<file path="src/rtl/ser_pkg.sv">
// Shared types and defaults for the FIFO word serializer.
// The optional SER_PARITY_EN build macro is consumed by ser_lane_mux and fifo_word_serializer.
package ser_pkg;

   localparam int unsigned WORD_W_DEF = 32;
   localparam int unsigned BYTE_W_DEF = 8;

   typedef enum logic [1:0] {
      IDLE,
      POP,
      CAPTURE,
      SEND
   } ser_state_t;

   // Index width for a lane counter; a single-lane word still needs one bit.
   function automatic int unsigned idx_width(input int unsigned lanes);
      return (lanes > 1) ? $clog2(lanes) : 1;
   endfunction

endpackage

</file>
<file path="src/rtl/ser_lane_mux.sv">
// Combinational lane selector: picks lane[idx_i] of the captured word (lane 0 = LSBs).
// With SER_PARITY_EN defined it also produces even parity of the selected lane.
module ser_lane_mux
   import ser_pkg::*;
#(
   parameter int unsigned WORD_W = WORD_W_DEF,
   parameter int unsigned BYTE_W = BYTE_W_DEF,
   parameter int unsigned IDX_W  = idx_width(WORD_W / BYTE_W)
) (
   input  logic [WORD_W-1:0] word_i,
   input  logic [IDX_W-1:0]  idx_i,
   output logic [BYTE_W-1:0] lane_o
`ifdef SER_PARITY_EN
   ,
   output logic              parity_o
`endif
);

   localparam int unsigned LANES = WORD_W / BYTE_W;

   always_comb begin
      lane_o = '0;
      for (int i = 0; i < int'(LANES); i++) begin
         if (idx_i == IDX_W'(i)) begin
            lane_o = word_i[i*BYTE_W +: BYTE_W];
         end
      end
   end

`ifdef SER_PARITY_EN
   assign parity_o = ^lane_o;
`endif

endmodule

</file>
<file path="src/rtl/fifo_word_serializer.sv">
// Pops 32-bit words from the word FIFO and streams them out LSB lane first on valid/ready.
// Build macro SER_PARITY_EN adds the byte_parity output (even parity of byte_out).
module fifo_word_serializer
   import ser_pkg::*;
#(
   parameter int unsigned WORD_W = WORD_W_DEF,
   parameter int unsigned BYTE_W = BYTE_W_DEF
) (
   input  logic              Clk,
   input  logic              Rst,
   input  logic              EN,
   input  logic [WORD_W-1:0] fifo_data,
   input  logic              fifo_empty,
   output logic              fifo_rd,
   output logic [BYTE_W-1:0] byte_out,
   output logic              byte_valid,
   input  logic              byte_ready,
   output logic              byte_last,
`ifdef SER_PARITY_EN
   output logic              byte_parity,
`endif
   output logic              busy
);

   localparam int unsigned LANES = WORD_W / BYTE_W;
   localparam int unsigned IDX_W = idx_width(LANES);
   localparam logic [IDX_W-1:0] LAST_IDX = IDX_W'(LANES - 1);

   ser_state_t        state_q, state_d;
   logic [WORD_W-1:0] word_q, word_d;
   logic [IDX_W-1:0]  idx_q, idx_d;
   logic [BYTE_W-1:0] lane_sel;
`ifdef SER_PARITY_EN
   logic              lane_parity;
`endif

   ser_lane_mux #(
      .WORD_W (WORD_W),
      .BYTE_W (BYTE_W),
      .IDX_W  (IDX_W)
   ) u_lane_mux (
      .word_i   (word_q),
      .idx_i    (idx_q),
      .lane_o   (lane_sel)
`ifdef SER_PARITY_EN
      ,
      .parity_o (lane_parity)
`endif
   );

   always_ff @(posedge Clk or negedge Rst) begin
      if (!Rst) begin
         state_q <= IDLE;
         word_q  <= '0;
         idx_q   <= '0;
      end else begin
         state_q <= state_d;
         word_q  <= word_d;
         idx_q   <= idx_d;
      end
   end

   always_comb begin
      state_d = state_q;
      word_d  = word_q;
      idx_d   = idx_q;
      unique case (state_q)
         IDLE: begin
            if (EN && !fifo_empty) state_d = POP;
         end
         // The FIFO ignores RD while disabled, so the pop only completes on an enabled edge.
         POP: begin
            if (EN) state_d = CAPTURE;
         end
         CAPTURE: begin
            word_d  = fifo_data;
            idx_d   = '0;
            state_d = SEND;
         end
         SEND: begin
            if (byte_ready) begin
               if (idx_q == LAST_IDX) begin
                  state_d = (EN && !fifo_empty) ? POP : IDLE;
               end else begin
                  idx_d = idx_q + IDX_W'(1);
               end
            end
         end
         default: state_d = IDLE;
      endcase
   end

   always_comb begin
      fifo_rd    = (state_q == POP);
      byte_valid = (state_q == SEND);
      byte_out   = byte_valid ? lane_sel : '0;
      byte_last  = byte_valid && (idx_q == LAST_IDX);
      busy       = (state_q != IDLE);
`ifdef SER_PARITY_EN
      byte_parity = byte_valid && lane_parity;
`endif
   end

endmodule

</file>
<file path="config.mk">
export PLATFORM = sky130hd
export DESIGN_NAME = fifo_word_serializer
export DESIGN_NICKNAME = d
export VERILOG_FILES = /design/src/rtl/ser_pkg.sv /design/src/rtl/ser_lane_mux.sv /design/src/rtl/fifo_word_serializer.sv
export SDC_FILE = /design/constraint.sdc
export NUM_CORES = 1
export LEC_CHECK = 0
export CORE_UTILIZATION = 23
export DETAILED_ROUTE_END_ITERATION = 10
export PLACE_DENSITY = 0.42
export SLEW_MARGIN = 30
export SYNTH_ARGS = -nofsm -noshare
export SYNTH_HDL_FRONTEND = slang
export SYNTH_SLANG_ARGS = --single-unit
</file>
<file path="constraint.sdc">
create_clock -name Clk -period 4.19 [get_ports Clk]
set_clock_uncertainty 0.2 [all_clocks]
set_input_delay 0.6285 -clock Clk [delete_from_list [all_inputs] [get_ports Clk]]
set_output_delay 0.6285 -clock Clk [all_outputs]
set_load 0.05 [all_outputs]
</file>
### After elaboration in Yosys (flattened, before gate mapping)

Index checks and enable logic that the tools add are counted.

* output and inout port bits: 12
* logic and storage cells: 38
* flip-flop bits (word level): 36

* reductions and logical operators: 9
* add/sub/neg operators: 1
* equal/unequal tests: 11
* multiplexer cells: 14

Operators with widths (number)
* 8-bit two-way mux: 5
* 2-bit two-way mux: 6
* 2-bit equality test (second input constant): 4
* 2-bit one-hot mux with 4 select lines: 1
* 2-bit inequality test (second input constant): 3
* 2-bit by 1-bit equality test with 1-bit output (second input constant): 2
* 2-bit zero test: 2
* 2-bit by 1-bit inequality test with 1-bit output (second input constant): 2
* 2-bit one-hot mux with 2 select lines: 1
* 4-bit AND reduction: 1
* 2-bit nonzero test: 2
* 3-bit AND reduction: 1
* 2-bit by 1-bit adder with 2-bit output (second input constant): 1
* 1-bit logical AND: 2
* 1-bit zero test: 1
* 1-bit two-way mux: 1

### Depth between registers and ports, before layout

Gate-level depths: netlist (run 1).

* word-level depth: 6
* gate-level depth with buffers: 8
* gate-level depth less buffers: 6

### Cells and area by module

From an unflattened synthesis (run 1), not the netlist that was laid out.

* cells, all modules: 121
* area total of the unflattened synthesis: 1769.2 um^2

By module, submodules not included
* fifo_word_serializer: seq. area each 900.9 um^2, area an instance 1572.8 um^2, cells each 111, instances 1
* ser_lane_mux: seq. area each 0.0 um^2, area an instance 196.4 um^2, cells each 10, instances 1

### Worst setup path after synthesis (run 1)

OpenSTA, ideal clock, no wires.

* path kind: flip-flop to output port
* start point: reg state_q[1]
* end point: out byte_out[6]
* arrival time: 1922 ps
* required time: 3362 ps
* cell stages (with the launch flop): 4
* setup slack: 1440 ps
* cell sequence: dfrtp_1 > ha_1 > clkbuf_1 > nor2b_1

* cells in the longest elaborated chain, start to end: 2

Ends and longest elaborated chain
* start, declared: line fifo_word_serializer.sv:29 `ser_state_t state_q, state_d;`
* start signal, assigned: line fifo_word_serializer.sv:57 `state_q <= state_d;`
* 2-bit equality test: line fifo_word_serializer.sv:95 `byte_valid = (state_q == SEND);`
* via byte_valid: line fifo_word_serializer.sv:16 `output logic byte_valid,`
* 8-bit two-way mux: line fifo_word_serializer.sv:96 `byte_out = byte_valid ? lane_sel : '0;`
* end, declared: line fifo_word_serializer.sv:15 `output logic [BYTE_W-1:0] byte_out,`

The timed path passes the listed nets, and every way through them passes these cells.

### Worst setup path after layout (run 1)

* start point: reg idx_q[1]
* end point: out byte_out[0]

* cells in the longest elaborated chain, start to end: 6
* elaborated cells on any way between the ends: 9

Ends and longest elaborated chain
* start, declared: line fifo_word_serializer.sv:31 `logic [IDX_W-1:0] idx_q, idx_d;`
* start signal, assigned: line fifo_word_serializer.sv:59 `idx_q <= idx_d;`
* 2-bit zero test: line ser_lane_mux.sv:24 `if (idx_i == IDX_W'(i)) begin`
* 8-bit two-way mux (3 in series): line ser_lane_mux.sv:24
* 8-bit two-way mux (*): line ser_lane_mux.sv:24
* 8-bit two-way mux (*): line fifo_word_serializer.sv:96

Mark *: on every way between the ends. The rest lies on a longest branch, timed or not.

==> impl_metrics.toml, run 1 <==
[run_status]
status = "finished, final reports clean"

[logic_synthesis]
yosysSeqAreaShare_pct = 49.1
syn_area_sq_um = 1830
synth_largest_area_cell = "sky130_fd_sc_hd__dfrtp_1"
synth_top_cell_area_share_pct = 49.1
synth_area_leaders = "sky130_fd_sc_hd__dfrtp_1, sky130_fd_sc_hd__mux2_1, sky130_fd_sc_hd__ha_1"
mappedNetlistNets = 201
synth_warnings = 0
post_synth_num_cell_types = 24
ys_seq_elements = 36
post_synthesis_cells = 155
mapped_avg_cell_area_sq_um = 11.8

[setup_path]
startpoint = "idx_q[1]"
worstPathRequired_ns = 3.36
r2r-end = "state_q[0]"
cp.arrival_ns = 2.93
path_depth = 7
worstSetupPathType = "register to primary output"
cp_cell_sequence = "inv_1 -> ha_1 -> nor2b_1 -> a221oi_1 -> o31ai_1 -> and2_1 -> clkdlybuf4s50_1"
cpPeakStageDelay_ns = 0.80
path_delay_family = "buffers and inverters"
critical_path_buf_inv_count = 2
crit_path_end = "byte_out[0]"
crit_path_top_delay_cell = "sky130_fd_sc_hd__clkdlybuf4s50_1"
crit_path_max_fanout = 10
end_kind = "primary output"
timing.reg2reg.worst_path_depth = 5
r2r_slack_ns = 2.01
start_kind = "register"
timing.rr.start = "idx_q[0]"

[clocking]
buffers_inserted_by_post_cts_timing_repair = 0
cts_made_buffers = 5
clock_sinks = 36
holdBufCountCts = 0
buffer_cell_driving_the_clock_tree_root = "sky130_fd_sc_hd__clkbuf_8"
cts_tree = "yes"
h-tree-depth = 2
cts-root-to-sink-buffers = 2
worstSkewPairLatency_ns = 0.28
clk_pin_slew_worst_paths_ns = 0.07
cts_resized = 0

[run]
max_cap_viol_count = 0

[floorplan]
die_area_sq_um = 8330
core_region_area_sq_um = 7730
die_h_um = 91.3
io-pin-count = 49
placementRows = 32
initial_utilization_pct = 23.7
die_x_um = 91.3

[placement]
place.gp.congestion = 0.705
detailed_place_hpwl_um = 2950
place.port_buffers = 48
dpl-instance-area_sq_um = 2390
placed_cells_incl_taps = 296
dpl_worst_slack_ns = 0.716

[cells_and_area]
layout_common_cells = "sky130_fd_sc_hd__clkdlybuf4s50_1, sky130_fd_sc_hd__dfrtp_1, sky130_fd_sc_hd__mux2_1, sky130_fd_sc_hd__nand2_1"
drive_above_1_share_pct = 8.42
finish.net_count = 247
n_fill_cell = 813
layout_utilization_pct = 32.3
instances_no_fill = 304
final_cell_area_sq_um = 2500
diodes = 0
flow.area_growth_from_synthesis_pct = 36.2
layout.cells.most_common = "sky130_fd_sc_hd__clkdlybuf4s50_1"

[timing]
final_min_period_over_clock_period_pct = 89.8
finalWorstSetupSlack_ns = 0.429
finalMaxSlewViolations = 0
tightest_slew_ns = 0.818
setup_repair_after_global_routing_missed_its_margin = "false"
fmax_mhz = 266
max-slew-margin-rel_pct = 45.5
timing.setup.tns_ns = 0
min_period_ns = 3.76
timing.final.hold_violations = 0
finalSetupViolCount = 0

[global_routing]
grt_pass1_wl_um = 6890
first_global_vias = 1374
grt_usage_pct = 10.9
overflow = 0
grt_antenna_before_repair = 0
maximum_number_of_pins_on_one_net_before_global_route_repair = 37

[power]
power.clock.fraction_pct = 16.4
seqPwrFrac_pct = 34.5
p_per_area_nw_per_um2 = 736
share_comb_of_total_power_pct = 49.2
power_leakage_nw = 1.01
p_int_mw = 1.11
sw_frac_of_total_pct = 39.5
net-switching-power_uw = 726
vdd_drop_max_mv = 0.244

[min_path]
min-delay-path-class = "input port to async pin"

[detailed_routing]
drt_first_pass_iters = 4
dr_total_vias = 1301
drtIter0Drc = 28
routed_via_density = 4.28
route.antenna.remaining_nets = 0
routed_wl_um = 4190
wl_per_cell_um = 13.8
remaining_drc_errors = 0
metrics by stage:
step / power [mW] / hold slack (ns)
floorplan: 1.30 / 0.133
global placement: 1.56 / 0.272
detailed placement: 1.57 / 0.275
CTS: 1.88 / 0.272
global route: 1.99 / 0.300
finish: 1.84 / 0.235
cell type report:
cell class / instances / area [sq um] / area share, %
flip-flops and latches: 36 / 901 / 36.1
multi-input cells: 101 / 848 / 34.0
repair buffers: 49 / 483 / 19.3
well taps: 102 / 128 / 5.11
clock buffers: 6 / 72.6 / 2.91
clock inverters: 2 / 35.0 / 1.40
inverters: 8 / 30.0 / 1.20
layer usage:
metal  vias up  wire length, um  track usage (%)
li1        637                -                -
met1       633             1960             14.1
met2        29             1980             17.4
met3         2              220             3.35
met4         0               24             3.57
met5         -                0                0
power groups by stage:
stage / sequential, mW / clock [mW] / combinational, mW
after CTS: 0.639 / 0.314 / 0.925
after global placement: 0.646 / 0 / 0.914
after global routing: 0.658 / 0.328 / 1.00
after floorplan: 0.599 / 0 / 0.699
after detailed placement: 0.647 / 0 / 0.919
final: 0.634 / 0.301 / 0.904
state kept, by name, indices dropped and copies added, names as in the netlist:
name	flops
word_q	32
state_q	2
idx_q	2
synth_stat cells (all sizes together):
| master | n |
|---|---|
| nand2b | 3 |
| dfrtp | 36 |
| and2 | 8 |
| a221oi | 7 |
| nand2 | 12 |
| clkbuf | 4 |
| a222oi | 1 |
| nand3b | 1 |
| o21ai | 5 |
| buf | 6 |
| mux2 | 32 |
| a21oi | 2 |
| nor2b | 9 |
| a22oi | 2 |
| ha | 9 |
| nand3 | 1 |
| a311oi | 1 |
| inv | 8 |
| o31ai | 8 |
worst min path at each step:
stage and endpoint:
6_report state_q[0], 5_1_grt state_q[0], 4_1_cts idx_q[0], 3_5_place_dp word_q[21], 3_3_place_gp word_q[21], 2_1_floorplan idx_q[0]
kinds of logic after synthesis:
logic type                 synth area share [%]
DFF                                        49.1
and+or+nand+nor                            10.1
muxes                                      19.7
AOI/OAI and AO/OA                          10.4
buffers and inverters                      4.57
adders and majority gates                  6.14
(Power assumes the default switching activity.)
==> run 2: changes to the inputs <==
--- a/config.mk
+++ b/config.mk
@@ -8,6 +8,7 @@
 export CORE_UTILIZATION = 23
 export DETAILED_ROUTE_END_ITERATION = 10
 export PLACE_DENSITY = 0.42
+export REMOVE_ABC_BUFFERS = 1
 export SLEW_MARGIN = 30
 export SYNTH_ARGS = -nofsm -noshare
 export SYNTH_HDL_FRONTEND = slang
==> run 2 against run 1 <==
Net effect:
- global-route usage grew 0.57 points
- fmax shrank 2.4%
- routed wire length grew 3.0%
- cell area shrank 0.60%
- final cell count is the same
- clock power shrank 16%
- critical path depth is the same
- critical endpoint is now byte_out[5]
- count of clock-buffer cells in the layout grew 2
- die area is the same
- sequential share of layout area grew 0.22 points
==> impl_metrics.toml, run 2 (synthesis results as in run 1) <==
[placement]
placed_cells_incl_taps = 296
place.gp.congestion = 0.668
place.port_buffers = 48
dpl-instance-area_sq_um = 2390
detailed_place_hpwl_um = 2890

[cells_and_area]
multi_input_area_sq_um = 848
drive_above_1_share_pct = 7.92
largest_register_ff_count = 32
n_fill_cell = 803
flow.area_growth_from_synthesis_pct = 35.4
instances_no_fill = 304
layout.cells.most_common = "sky130_fd_sc_hd__clkdlybuf4s50_1"
ff_latch_area_sq_um = 901
largest_registers = "word_q: 32 flops, idx_q: 2 flops, state_q: 2 flops"
finish.net_count = 247
final_cell_area_sq_um = 2480
regMostFlops = "word_q"
diodes = 0
layout_common_cells = "sky130_fd_sc_hd__clkdlybuf4s50_1, sky130_fd_sc_hd__dfrtp_1, sky130_fd_sc_hd__mux2_1, sky130_fd_sc_hd__nand2_1"

[timing]
finalMaxSlewViolations = 0
timing.final.hold_violations = 0
timing.setup.tns_ns = 0
final_min_period_over_clock_period_pct = 91.9
setup_repair_after_global_routing_missed_its_margin = "false"
min_period_ns = 3.85
finalSetupViolCount = 0
fmax_mhz = 260
tightest_slew_ns = 0.789
max-slew-margin-rel_pct = 47.4

[clocking]
holdBufCountCts = 0
cts-root-to-sink-buffers = 2
clk_pin_slew_worst_paths_ns = 0.07
buffers_inserted_by_post_cts_timing_repair = 0
clock_sinks = 36
worstSkewPairLatency_ns = 0.28
cts_tree = "yes"
h-tree-depth = 2
cts_made_buffers = 5
buffer_cell_driving_the_clock_tree_root = "sky130_fd_sc_hd__clkbuf_8"
cts_resized = 0

[power]
power_leakage_nw = 1.00
vdd_drop_max_mv = 0.271
p_per_area_nw_per_um2 = 721

[setup_path]
crit_path_max_fanout = 10
worstPathRequired_ns = 3.36
crit_path_top_delay_cell = "sky130_fd_sc_hd__clkdlybuf4s50_1"
path_delay_family = "buffers and inverters"
end_kind = "primary output"
worstSetupPathType = "register to primary output"
cpPeakStageDelay_ns = 0.80
start_kind = "register"
cp.arrival_ns = 3.02
cp_cell_sequence = "inv_1 -> ha_1 -> nor2b_1 -> a221oi_1 -> o31ai_1 -> and2_1 -> clkdlybuf4s50_1"
critical_path_buf_inv_count = 2

[detailed_routing]
wl_met1_um = 2170
top_layer = "met4"
routed_via_density = 4.32
wl_per_cell_um = 14.2
met3_length_um = 202
drtIter0Drc = 59
dr_total_vias = 1314
drt_first_pass_iters = 4
dr_wl_met2_um = 1900
route.antenna.remaining_nets = 0
remaining_drc_errors = 0
routed_wl_um = 4320

[min_path]
min-delay-path-class = "input port to async pin"

[global_routing]
grt_usage_pct = 11.5
first_global_vias = 1441
grt_pass1_wl_um = 7320
grt_antenna_before_repair = 0
overflow = 0
maximum_number_of_pins_on_one_net_before_global_route_repair = 37

[floorplan]
initial_utilization_pct = 23.7
core_region_area_sq_um = 7730
die_x_um = 91.3
die_area_sq_um = 8330
io-pin-count = 49
placementRows = 32
die_h_um = 91.3

[run]
max_cap_viol_count = 0

[run_status]
status = "finished, final reports clean"
run 2: changes by cell type in the layout (fill, tap and decap cells not counted), sizes merged:
cell,delta
clkinv,-1
bufinv,-1
clkbuf,+2
run 2: through the flow:
step / hold WS (ns) / utilization [%] / total power [mW] / worst slack (ns)
floorplan: 0.133 / - / 1.27 / 1.55
global placement: 0.271 / 30.9 / 1.56 / 0.700
detailed placement: 0.279 / 30.9 / 1.56 / 0.623
CTS: 0.277 / 32.1 / 1.83 / 0.280
global route: 0.135 / 32.1 / 1.96 / 0.0609
finish: 0.0997 / 32.1 / 1.79 / 0.338
run 2: where the power goes:
group | internal (mW) | total [mW] | switching (mW)
Sequential | 0.528 | 0.625 | 0.0966
Clock | 0.134 | 0.252 | 0.118
Combinational | 0.409 | 0.912 | 0.503
Total | 1.07 | 1.79 | 0.718
run 2: layer usage:
metal  up-vias  GRT usage [%]
met5         -              0
met4         0           3.57
met3         8           2.93
met2        39           17.5
met1       629           15.9
li1        638              -
run 2: worst paths after layout:
check	from	endpoint	slack (ns)	cells after the start
worst max-delay path	idx_q[1]	byte_out[5]	0.34	7
worst min-delay path	Rst	word_q[19]	0.1	1
worst max register to register	idx_q[0]	state_q[0]	1.89	5
worst min register to register	word_q[31]	word_q[31]	0.29	1
max in group asynchronous	Rst	word_q[23]	3.36	1
min in group Clk	word_q[31]	word_q[31]	0.29	1
run 2: final cells by class:
| class | instances | area share (%) |
|---|---|---|
| multi-input cells | 101 | 34.2 |
| well taps | 102 | 5.14 |
| repair buffers | 49 | 19.6 |
| clock buffers | 8 | 3.63 |
| flip-flops and latches | 36 | 36.3 |
| inverters | 8 | 1.21 |
==> run 3: changes to the inputs <==
--- a/config.mk
+++ b/config.mk
@@ -9,7 +9,7 @@
 export DETAILED_ROUTE_END_ITERATION = 10
 export PLACE_DENSITY = 0.42
 export REMOVE_ABC_BUFFERS = 1
-export SLEW_MARGIN = 30
+export SLEW_MARGIN = 15
 export SYNTH_ARGS = -nofsm -noshare
 export SYNTH_HDL_FRONTEND = slang
 export SYNTH_SLANG_ARGS = --single-unit
==> constraint.sdc (replaced) <==
create_clock -name Clk -period 4.19 [get_ports Clk]
set_clock_uncertainty 0.2 [all_clocks]
set_input_delay 0.838 -clock Clk [delete_from_list [all_inputs] [get_ports Clk]]
set_output_delay 0.838 -clock Clk [all_outputs]
set_load 0.05 [all_outputs]
==> run 3 against run 2 <==
Net effect:
- first-iteration DRC count decreased by 47%
- combinational power decreased by 0.8%
- sequential cell count unchanged
- total power about the same
- die area unchanged
==> impl_metrics.toml, run 3 (synthesis results as in run 1) <==
[power]
share_comb_of_total_power_pct = 50.6
p_int_mw = 1.07
sw_frac_of_total_pct = 40.3
power_leakage_nw = 1.02
finalPower_mw = 1.79
power.clock.fraction_pct = 14.4
seqPwrFrac_pct = 35.0
vdd_drop_max_mv = 0.341
net-switching-power_uw = 720
p_per_area_nw_per_um2 = 721

[global_routing]
grt_pass1_wl_um = 7260
maximum_number_of_pins_on_one_net_before_global_route_repair = 37
grt_antenna_before_repair = 0
grt_usage_pct = 11.4
first_global_vias = 1431
overflow = 0

[setup_path]
worstSetupPathType = "register to primary output"
timing.rr.start = "idx_q[0]"
cp.arrival_ns = 2.52
start_kind = "register"
worstPathRequired_ns = 3.15
crit_path_max_fanout = 16
startpoint = "idx_q[0]"
end_kind = "primary output"

[detailed_routing]
drtIter0Drc = 31
route.antenna.remaining_nets = 0
wl_per_cell_um = 13.8
routed_wl_um = 4230
remaining_drc_errors = 0
routed_via_density = 4.26
dr_total_vias = 1305
drt_first_pass_iters = 4

[clocking]
clock_sinks = 36
holdBufCountCts = 0
buffers_inserted_by_post_cts_timing_repair = 0
cts_tree = "yes"
clk_pin_slew_worst_paths_ns = 0.07
cts_resized = 0
worstSkewPairLatency_ns = 0.29
cts-root-to-sink-buffers = 2
h-tree-depth = 2
buffer_cell_driving_the_clock_tree_root = "sky130_fd_sc_hd__clkbuf_8"
cts_made_buffers = 5

[cells_and_area]
largest_register_ff_count = 32
drive_above_1_share_pct = 12.3
instances_no_fill = 306
diodes = 0
regMostFlops = "word_q"
layout.cells.most_common = "sky130_fd_sc_hd__clkdlybuf4s50_1"
layout_common_cells = "sky130_fd_sc_hd__clkdlybuf4s50_1, sky130_fd_sc_hd__dfrtp_1, sky130_fd_sc_hd__mux2_1, sky130_fd_sc_hd__nand2_1, sky130_fd_sc_hd__buf_4"
n_fill_cell = 810
flow.area_growth_from_synthesis_pct = 35.2
largest_registers = "word_q: 32 flops, idx_q: 2 flops, state_q: 2 flops"
finish.net_count = 249
layout_utilization_pct = 32.1

[timing]
min_period_ns = 3.55
setup_repair_after_global_routing_missed_its_margin = "false"
finalSetupViolCount = 0
final_min_period_over_clock_period_pct = 84.8
fmax_mhz = 281
max-slew-margin-rel_pct = 44.0
finalMaxSlewViolations = 0
timing.setup.tns_ns = 0
timing.final.hold_violations = 0
tightest_slew_ns = 0.840

[floorplan]
die_area_sq_um = 8330
die_x_um = 91.3
placementRows = 32
core_region_area_sq_um = 7730
die_h_um = 91.3
io-pin-count = 49
initial_utilization_pct = 23.7

[run_status]
status = "finished, final reports clean"

[placement]
detailed_place_hpwl_um = 2920
place.port_buffers = 48
place.gp.congestion = 0.659
placed_cells_incl_taps = 298

[min_path]
worstHoldStart = "word_q[19]"
min-delay-path-class = "register to register"

[run]
max_cap_viol_count = 0
run 3: through the flow:
stage	setup slack [ns]	hold WS [ns]	cell area (sq um)
after global placement	0.944	0.273	2390
after floorplan	1.34	0.258	1780
after detailed placement	0.889	0.277	2390
after global routing	0.435	0.302	2480
after CTS	0.563	0.294	2480
final	0.636	0.287	2480
run 3: critical path, stage by stage (launching register included):
cell and delay [ns]:
sky130_fd_sc_hd__dfrtp_1 0.43, sky130_fd_sc_hd__inv_1 0.09, sky130_fd_sc_hd__ha_1 0.50, sky130_fd_sc_hd__a21oi_1 0.07, sky130_fd_sc_hd__o21ai_0 0.10, sky130_fd_sc_hd__a22oi_1 0.09
sky130_fd_sc_hd__nor2b_1 0.15, sky130_fd_sc_hd__clkdlybuf4s50_1 0.81
run 3: final cells by class:
cell class                      instances  area [sq um]  share of cell area, %
Clock buffer                            8          90.1                   3.64
Sequential cell                        36           901                   36.4
Inverter                                8          30.0                   1.21
Tap cell                              102           128                   5.15
Multi-Input combinational cell        101           848                   34.2
Timing Repair Buffer                   51           480                   19.4
run 3: path summary, 6_finish.rpt:
path	to	slack, ns	depth (start not counted)
worst max-delay path	byte_out[6]	0.64	7
worst max register to register	state_q[0]	2.00	6
worst min-delay path	word_q[19]	0.29	1
worst min register to register	word_q[19]	0.29	1
min in group asynchronous	word_q[29]	0.45	1
max in group asynchronous	word_q[15]	2.81	1
run 3: routing by layer:
metal,vias up,GRT usage (%),share of wire (%)
met5,-,0,0
met2,40,17.3,42
met1,617,15.3,51
met4,0,4.10,1.4
li1,640,-,-
met3,8,3.43,5.0
run 3: power groups by stage:
stage	Combinational (mW)	Clock (mW)	Sequential (mW)
6_report	0.905	0.258	0.625
5_1_grt	1.01	0.285	0.653
4_1_cts	0.926	0.269	0.626
3_5_place_dp	0.922	0	0.633
3_3_place_gp	0.918	0	0.636
2_1_floorplan	0.675	0	0.598
==> patch: new RTL, flow settings as in run 2 <==
Add a define of `SER_PARITY_EN`.
--- a/src/rtl/ser_lane_mux.sv
+++ b/src/rtl/ser_lane_mux.sv
@@ -2,2 +2,4 @@
 // With SER_PARITY_EN defined it also produces even parity of the selected lane.
+`define SER_PARITY_EN
+
 module ser_lane_mux
Function (old outputs only; new: byte_parity): kept (equiv_simple and equiv_induct, registers matched by name and starting in step).
==> patch against run 2 <==
- worst setup slack got worse by 0.069 ns
- hold slack better by 0.22 ns
- synthesized cell count is 7.1% higher
- sequential cell count stayed put
- cell area increased by 4.2%
- final cell count up 4.3%
- fmax fell by 1.8%
- routed wire length grew 9.2%
- synthesized area is 3.4% higher
- power up 8.2%
==> patch: results (changes against run 2) <==
[run_status]
run_status = finished, final reports clean

[synthesis]
synth_compound_area_frac = 0.170  ; +0.0659
synth.area.mux_share = 0.166  ; -0.0303
synthAdderAreaFrac = 0.0594  ; -0.00203
seq_area_frac_synth = 0.475  ; -0.0162
syn_avg_cell_area_um2 = 11.4  ; -3.4%

[pwr]
pg_seq_uw = 626  ; about the same
p_sw_frac = 0.401  ; about the same
p_comb_frac = 0.540  ; +0.030
p_total_uw = 1930  ; +8.2%
leakagePower_uw = 0.00106  ; +6.3%

[place]
pre_cts_slack_ns = 0.600  ; -0.0232 ns
io_buffers = 49  ; +2.1%
routabilityCongestion = 0.704  ; +5.5%
post-place-cells = 310  ; +4.7%
dpl_cell_area_um2 = 2490  ; +4.2%

[sta]
relSlewSlack = 0.641  ; +0.167
worst_slack_ns = 0.269  ; -0.0690 ns

[detailed_routing]
drt_iter0_drc = 31  ; -47%
avgRoutedWirePerCell_um = 14.9  ; +4.7%
met3_length_um = 227  ; +12%
routed-via-count = 1430  ; +8.8%
wl_met2_um = 2130  ; +12%
wl_met1_um = 2280  ; +5.3%

[layout]
drive_gt1_frac = 0.195  ; +0.116
fin_cells = 317  ; +4.3%
fillCellCount = 828  ; +3.1%

[grt]
grt_use_met1 = 0.163  ; +0.00400
grt_use_total = 0.119  ; +0.00466
grt_pass1_wl_um = 7950  ; +8.6%

[critical_path]
critical_path_arrival_ns = 3.09  ; +0.07 ns
critPathCapture = byte_parity
max_stage_delay_ns = 0.43  ; -0.37 ns
reg2regPathDepth = 6  ; +1
crit_fanout = 11  ; +1

[patch: layout make-up]
class | instances | area (um^2) | area share
Sequential cell | 36 | 901 | 0.348
Timing Repair Buffer | 51 | 515 | 0.199
Clock buffer | 7 | 96.3 | 0.0372
Multi-Input combinational cell | 108 | 898 | 0.347
Inverter | 13 | 48.8 | 0.0189
Tap cell | 102 | 128 | 0.0493
[patch: worst min-delay path by stage]
stage / slack (ns) / endpoint / start / cells after the start
floorplan: 0.13 / idx_q[0] / Rst / 0
global placement: 0.29 / word_q[31] / word_q[31] / 1
global route: 0.33 / word_q[12] / word_q[12] / 1
finish: 0.32 / word_q[16] / word_q[16] / 1
detailed placement: 0.30 / word_q[10] / word_q[10] / 1
CTS: 0.32 / word_q[31] / word_q[31] / 1
[patch: critical path: cells and delay by family, from the launching register on]
family | cells | cell delay [ns]
AOI/OAI and AO/OA | 5 | 1.47
DFF | 1 | 0.43
and+or+nand+nor | 1 | 0.38
adders and majority gates | 1 | 0.35
buffers and inverters | 1 | 0.16
